### config.mk
export PLATFORM = sky130hd
export DESIGN_NAME = or1200_rfe_ctrl
export DESIGN_NICKNAME = d
export VERILOG_FILES = /design/src/rtl/or1200_rfe_ctrl.sv
export SDC_FILE = /design/constraint.sdc
export NUM_CORES = 1
export LEC_CHECK = 0
export BUFFER_PORTS_ARGS = -buffer_cell sky130_fd_sc_hd__buf_2
export CAP_MARGIN = 15
export CELL_PAD_IN_SITES_DETAIL_PLACEMENT = 2
export CELL_PAD_IN_SITES_GLOBAL_PLACEMENT = 2
export CORE_ASPECT_RATIO = 0.75
export CORE_UTILIZATION = 25
export CTS_CLUSTER_SIZE = 25
export DETAILED_ROUTE_END_ITERATION = 8
export MAX_ROUTING_LAYER = met4
export PLACE_DENSITY_LB_ADDON = 0.1
export SETUP_SLACK_MARGIN = 0.05
export SYNTH_ARGS = -nofsm -noshare
export SYNTH_HDL_FRONTEND = slang
export SYNTH_SLANG_ARGS = --single-unit
### constraint.sdc
create_clock -name clk -period 2 [get_ports clk]
set_input_delay 0.1 -clock clk [delete_from_list [all_inputs] [get_ports clk]]
set_output_delay 0.1 -clock clk [all_outputs]
set_load 0.03 [all_outputs]
### src/rtl/or1200_rfe_ctrl.sv
// or1200_rfe_ctrl: l.rfe sequencer restoring PC/SR from EPCR/ESR and flushing the pipeline.
// Every output is a flop; next values are derived from the next state.
module or1200_rfe_ctrl #(
   parameter int FLUSH_TIMEOUT = 64,
   parameter int TO_CNT_W      = 7
) (
   input  logic        clk,
   input  logic        rst,
   input  logic        ex_rfe,
   input  logic        ex_freeze,
   input  logic        except_start,
   input  logic [31:0] epcr,
   input  logic [15:0] esr,
   input  logic        icpu_ack_i,
   input  logic        icpu_err_i,
   input  logic        genpc_freeze,
   input  logic        if_stall,
   input  logic        id_freeze,
   output logic        rfe_flushpipe,
   output logic        rfe_pc_we,
   output logic [31:0] rfe_pc,
   output logic        sr_we,
   output logic [15:0] sr_restore,
   output logic        rfe_busy,
   output logic        rfe_timeout,
   output logic [2:0]  state
);
   typedef enum logic [2:0] {IDLE = 3'd0, FLU1 = 3'd1, FLU2 = 3'd2, FLU3 = 3'd3} state_e;

   localparam logic [TO_CNT_W-1:0] CNT_LAST = TO_CNT_W'(FLUSH_TIMEOUT - 1);

   state_e              state_q, state_d;
   logic [TO_CNT_W-1:0] cnt_q, cnt_d;
   logic [31:0]         pc_q, pc_d;
   logic [15:0]         sr_q, sr_d;
   logic                we_q, we_d;
   logic                flush_q, flush_d;
   logic                busy_q, busy_d;
   logic                timeout_q, timeout_d;

   always_comb begin
      state_d   = IDLE;
      cnt_d     = '0;
      pc_d      = pc_q;
      sr_d      = sr_q;
      we_d      = 1'b0;
      timeout_d = timeout_q;
      case (state_q)
         IDLE: if (ex_rfe && !ex_freeze && !except_start) begin
            state_d = FLU1;
            we_d    = 1'b1;
            pc_d    = {epcr[31:2], 2'b00};
            sr_d    = {1'b1, esr[14:0]};
         end
         FLU1: if (except_start) state_d = IDLE;
         else if (icpu_ack_i || icpu_err_i || genpc_freeze) state_d = FLU2;
         else if (cnt_q == CNT_LAST) begin
            state_d   = FLU2;
            timeout_d = 1'b1;
         end else begin
            state_d = FLU1;
            cnt_d   = cnt_q + 1'b1;
         end
         FLU2: state_d = except_start ? IDLE : FLU3;
         FLU3: state_d = (except_start || (!if_stall && !id_freeze)) ? IDLE : FLU3;
         default: state_d = IDLE;
      endcase
      flush_d = (state_d == FLU1) || (state_d == FLU2);
      busy_d  = (state_d != IDLE);
   end

   always_ff @(posedge clk) begin
      if (rst) begin
         state_q   <= IDLE;
         cnt_q     <= '0;
         pc_q      <= '0;
         sr_q      <= 16'h8001;
         we_q      <= 1'b0;
         flush_q   <= 1'b0;
         busy_q    <= 1'b0;
         timeout_q <= 1'b0;
      end else begin
         state_q   <= state_d;
         cnt_q     <= cnt_d;
         pc_q      <= pc_d;
         sr_q      <= sr_d;
         we_q      <= we_d;
         flush_q   <= flush_d;
         busy_q    <= busy_d;
         timeout_q <= timeout_d;
      end
   end

   assign rfe_flushpipe = flush_q;
   assign rfe_pc_we     = we_q;
   assign sr_we         = we_q;
   assign rfe_pc        = pc_q;
   assign sr_restore    = sr_q;
   assign rfe_busy      = busy_q;
   assign rfe_timeout   = timeout_q;
   assign state         = state_q;
endmodule

== After elaboration in Yosys (flattened, before gate mapping) ==
Index checks and enable logic that the tools add are counted.

* Bits in registers: 59
* Latch bits: 0
* RAM bits: 0
* Logic and storage cells: 44
* Memories: 0
* Bits in read-only memories: 0
* Bits of input ports: 58

* Bitwise gates (word level): 4
* Add/subtract/negate cells: 1
* Equality and inequality tests: 6
* Multiplexer cells: 8
* Shifts and indexed selects: 0
* Reductions and logical operators: 17
* Magnitude comparators: 0
* Div/mod/pow operators: 0
* Multipliers: 0

{| class="wikitable"
|+ Operator list
! cell !! number
|-
| $pmux 3 s4 || 1
|-
| $mux 2 || 5
|-
| $eq 3x2->1 const B || 3
|-
| $add 7x1->7 const B || 1
|-
| $eq 7x6->1 const B || 1
|-
| $eq 3x1->1 const B || 2
|-
| $reduce_or 5->1 || 1
|-
| $logic_not 1->1 || 4
|-
| $logic_or 1x1->1 || 4
|-
| $not 1->1 || 4
|-
| $reduce_and 4->1 || 1
|-
| $logic_and 1x1->1 || 3
|-
| $logic_not 3->1 || 1
|-
| $reduce_bool 3->1 || 1
|-
| $mux 1 || 2
|-
| $reduce_and 2->1 || 1
|-
| $reduce_or 2->1 || 1
|}

== Logic depth before layout (Yosys ltp) ==
* Depth in word-level cells: 7
* Depth in mapped cells: 6

== Worst setup path after synthesis ==
Ideal clock, no wire load.

* Path type: register to register
* Start: reg state_q[0], in the netlist state[0]
* End: reg flush_q, in the netlist rfe_flushpipe
* Required time: 1.879 ns
* Stages on the path, launching flop included: 6
* Path buffers: 0
* Clock period less this slack: 1.862 ns
* Data arrival time: 1.741 ns
* Path slack: 0.138 ns
* Cell sequence: dfxtp_1 nor3b_1 o211ai_1 and3_1 ha_1 nor2b_1

* Word-level cells in the longest chain between the ends: 4
* Elaborated cells on any way between the ends: 8
* Those cells by class: eq/ne (5); mux (1); reduce/logical (2)

{| class="wikitable"
|+ RTL lines
! what !! line !! source
|-
| start: declaration || 32 || <nowiki>state_e state_q, state_d;</nowiki>
|-
| start signal: assignment || 83 || <nowiki>state_q <= state_d;</nowiki>
|-
| $eq 3x2->1, or another cell as far along || 48 || <nowiki>case (state_q)</nowiki>
|-
| $pmux 3 s4 (*) || 48 ||
|-
| $eq 3x1->1 or $eq 3x2->1 (tied branches) || 68 || <nowiki>flush_d = (state_d == FLU1) || (state_d == FLU2);</nowiki>
|-
| $logic_or 1x1->1 (*) || 68 ||
|-
| named net flush_d || 37 || <nowiki>logic flush_q, flush_d;</nowiki>
|-
| end signal: assignment || 88 || <nowiki>flush_q <= flush_d;</nowiki>
|-
| end: declaration || 37 ||
|}

Mark *: on every way through the listed nets, which the timed path passes. The rest lies on a longest branch.
A chain may end at the register's enable or synchronous reset.

== Worst setup path after layout ==
Same ends and word-level chain as after synthesis.

==> impl_metrics.csv <==
group,metric,value,unit
clock_network,cts_hold_buf,0,
worst_hold_path,hold_start,"esr[5]",
floorplanning,dieHeight,85.6,um
run_status,status,"finished clean",
setup_path,required,2.20,ns
placed_design,place_ws,0.211,ns
layout,final_util,35.5,%
sta,setup_viol,0,
drt,ant_nets,0,
floorplanning,coreArea,0.00905,mm2
global_routing,track_usage,17.8,%
sta,finalCriticalPeriod,1.72,ns
global_routing,grt_antenna_before_repair,0,
layout,finalNonFillerCells,498,
logic_synthesis,yosysWarnings,0,
layout,num_antenna_cells,0,
setup_path,critPathKind,"flop to flop",
pwr,power_frac_comb,10.0,%
flow_run,cap_viol_max_count,0,
floorplanning,die_area,0.00972,mm2
floorplanning,start_util,25.8,%
sta,whs,0.0280,ns
logic_synthesis,yosysSeqAreaShare,49.8,%
sta,final_hold_viol_count,0,
pwr,clkPwrFrac,51.9,%
logic_synthesis,ys_types,35,
setup_path,reg2reg_setup_slack,0.28,ns
logic_synthesis,netlist_area,0.00233,mm2
sta,finalMaxSlewViolations,0,
setup_path,regToRegStartpoint,"state[0]",
placed_design,placedCellCount,482,
sta,rsz0062_at_grt,"false",
sta,fin_skew,0.00686,ns
layout,multi_input_area,977,um2
placed_design,io_buffers,106,
drt,firstDrtPassIters,3,
drt,routed_wl,7890,um
placed_design,gp_congestion,0.693,
sta,setup_ws,0.282,ns
logic_synthesis,avgSynthCellArea,8.70,um2
global_routing,grt_pass1_wl,12800,um
logic_synthesis,synthArstFlopShare,0,%
layout,seqCellArea,0.00116,mm2
setup_path,worstRegToRegCells,6,
floorplanning,rows,30,
floorplanning,ios,114,
drt,wl_per_cell,15.8,um
worst_hold_path,hold_depth,3,
layout,final_layout_size_suffix_gt1_share,35.4,%
logic_synthesis,synth_cells,268,
clock_network,cts_tree,"done",
drt,drtIter0Drc,51,
setup_path,r2r-end,"rfe_flushpipe",
logic_synthesis,ys_ff_latch,58,
floorplanning,fp.dieW,114,um
pwr,internal_power,2.41,mW
drt,vias_per_cell,4.79,
sta,finalCritPeriodShare,85.9,%
logic_synthesis,synth-main-ff-cell,"dfxtp_1",
placed_design,post-dp-hpwl,5120,um
pwr,p_switching,0.763,mW
sta,max_freq,582,MHz
global_routing,grt_max_degree,46,
logic_synthesis,synth_edf_count,0,
pwr,leakage,1.36,nW
global_routing,grt_pass1_vias,2441,
worst_hold_path,min_path_type,"input port to flop",
clock_network,numCtsBuffers,9,
sta,slew-limit-headroom,64.6,%
placed_design,place_area,0.00289,mm2
clock_network,clockBufferDepth,2,
layout,final_nets,425,
drt,vias,2385,
worst_hold_path,hold-path-endpoint,"sr_restore[5]",
setup_path,worst_setup_path_end_kind,"flop",
clock_network,numClockSinks,58,
clock_network,root_buffer,"clkbuf_16",
setup_path,crit_arrival,1.91,ns
pwr,swShare,24.1,%
clock_network,clk_latency,0.32,ns
sta,setup-tns-final,0,ns
setup_path,start_kind,"flop",
layout,syn_to_final_growth,37.8,%
pwr,p_per_area,987,mW/mm2
clock_network,clkSlewWorstSetupHoldPaths,0.05,ns
setup_path,crit_fanout,5,
drt,drcViolationCount,0,
layout,n_fill_cell,1035,
global_routing,grt.overflow.total,0,
sta,worst_pin_slew,0.530,ns
layout,fin_area,0.00321,mm2
pwr,power,3.17,mW
pwr,ir_drop,0.297,mV
pwr,seq_power_share,38.0,%
clock_network,htreeDepth,3,
==> cell type report <==
class | count | area share, %
repair buffers | 113 | 18.1
clock inverters | 5 | 2.41
well taps | 128 | 4.98
flip-flops and latches | 58 | 36.1
inverters | 3 | 0.350
multi-input cells | 180 | 30.4
clock buffers | 11 | 7.55
==> how the worst max path moves through the flow <==
stage,startpoint,cells past startpoint,to,slack (ns)
finish,state[0],6,rfe_flushpipe,0.28
detailed placement,state[0],6,rfe_flushpipe,0.21
global placement,state[0],6,rfe_flushpipe,0.32
CTS,state[0],6,rfe_flushpipe,0.20
global route,state[0],6,rfe_flushpipe,0.14
floorplan,state[0],5,rfe_flushpipe,0.14
==> metal layers <==
| metal | GRT usage [%] | routed length [um] | vias to the layer above |
|---|---|---|---|
| li1 | - | - | 1141 |
| met2 | 27.5 | 3580 | 74 |
| met3 | 5.30 | 434 | 8 |
| met1 | 22.2 | 3760 | 1162 |
| met5 | - | 0 | - |
| met4 | 5.62 | 110 | 0 |
==> synthesized netlist by cell type (all sizes together) (2+ instances only) <==
cell,instances,area (um2)
a31oi,2,12.5
nand2,3,13.8
dfxtp,58,1160
conb,2,7.51
ha,2,25.0
o21ai,46,234
nor2,6,22.5
buf,15,136
xnor2,2,17.5
a21oi,44,220
and3,4,25.0
nand3,47,235
clkbuf,14,52.6
inv,3,11.3
nor3,4,20.0
nand3b,2,15.0
nor3b,2,15.0
==> sequential cells by signal (all words and copies together), names as in the netlist <==
register and cells:
rfe_pc 30, rfe_timeout 1, state 2, cnt_q 7, rfe_busy 1, rfe_pc_we 1, rfe_flushpipe 1, sr_restore 15
==> worst max-delay path: stages (launching register included) <==
cell,delay (ns)
dfxtp_1,0.44
nor3b_1,0.26
buf_4,0.17
o211ai_1,0.09
and3_1,0.22
ha_1,0.28
nor2b_1,0.12
==> logic make-up (layout without fill, tap and decap cells) <==
group	count (synthesis)	in the layout	synth area share, %
buffers and inverters	32	132	8.59
DFF	58	58	49.8
xor gates and xnor gates	3	3	1.13
other	2	4	0.322
adders and majority gates	2	2	1.07
AOI/OAI and AO/OA	97	97	21.8
and+or+nand+nor	74	74	17.3
==> power groups by stage <==
stage | Clock [mW] | Combinational, mW | Sequential [mW]
2_1_floorplan | 0 | 0.146 | 1.30
3_3_place_gp | 0 | 0.318 | 1.23
3_5_place_dp | 0 | 0.323 | 1.23
4_1_cts | 1.71 | 0.324 | 1.21
5_1_grt | 1.75 | 0.350 | 1.21
6_report | 1.65 | 0.319 | 1.21
==> repair_timing <==
item / in CTS / in global routing
resized for setup: 0 / 1
endpoints found under the setup margin: 0 / 1
setup buffers: 0 / 0
==> cells in the final DEF (no fill, tap or decap), types with 2 or more instances in the layout <==
cell	Yosys	final
inv_1	3	3
xnor2_1	2	2
buf_2	1	106
clkbuf_16	0	9
nand3b_1	2	2
and3_1	4	4
bufinv_16	0	2
a21oi_1	44	44
buf_4	5	7
clkinv_2	0	2
dfxtp_1	58	58
a31oi_1	2	2
conb_1	2	4
ha_1	2	2
nor3b_1	2	2
nor2_1	6	6
nand2_1	2	2
o21ai_1	39	39
nor3_1	4	4
nand3_1	47	47
o21ai_0	6	6
Power figures use the tool's default switching activity.
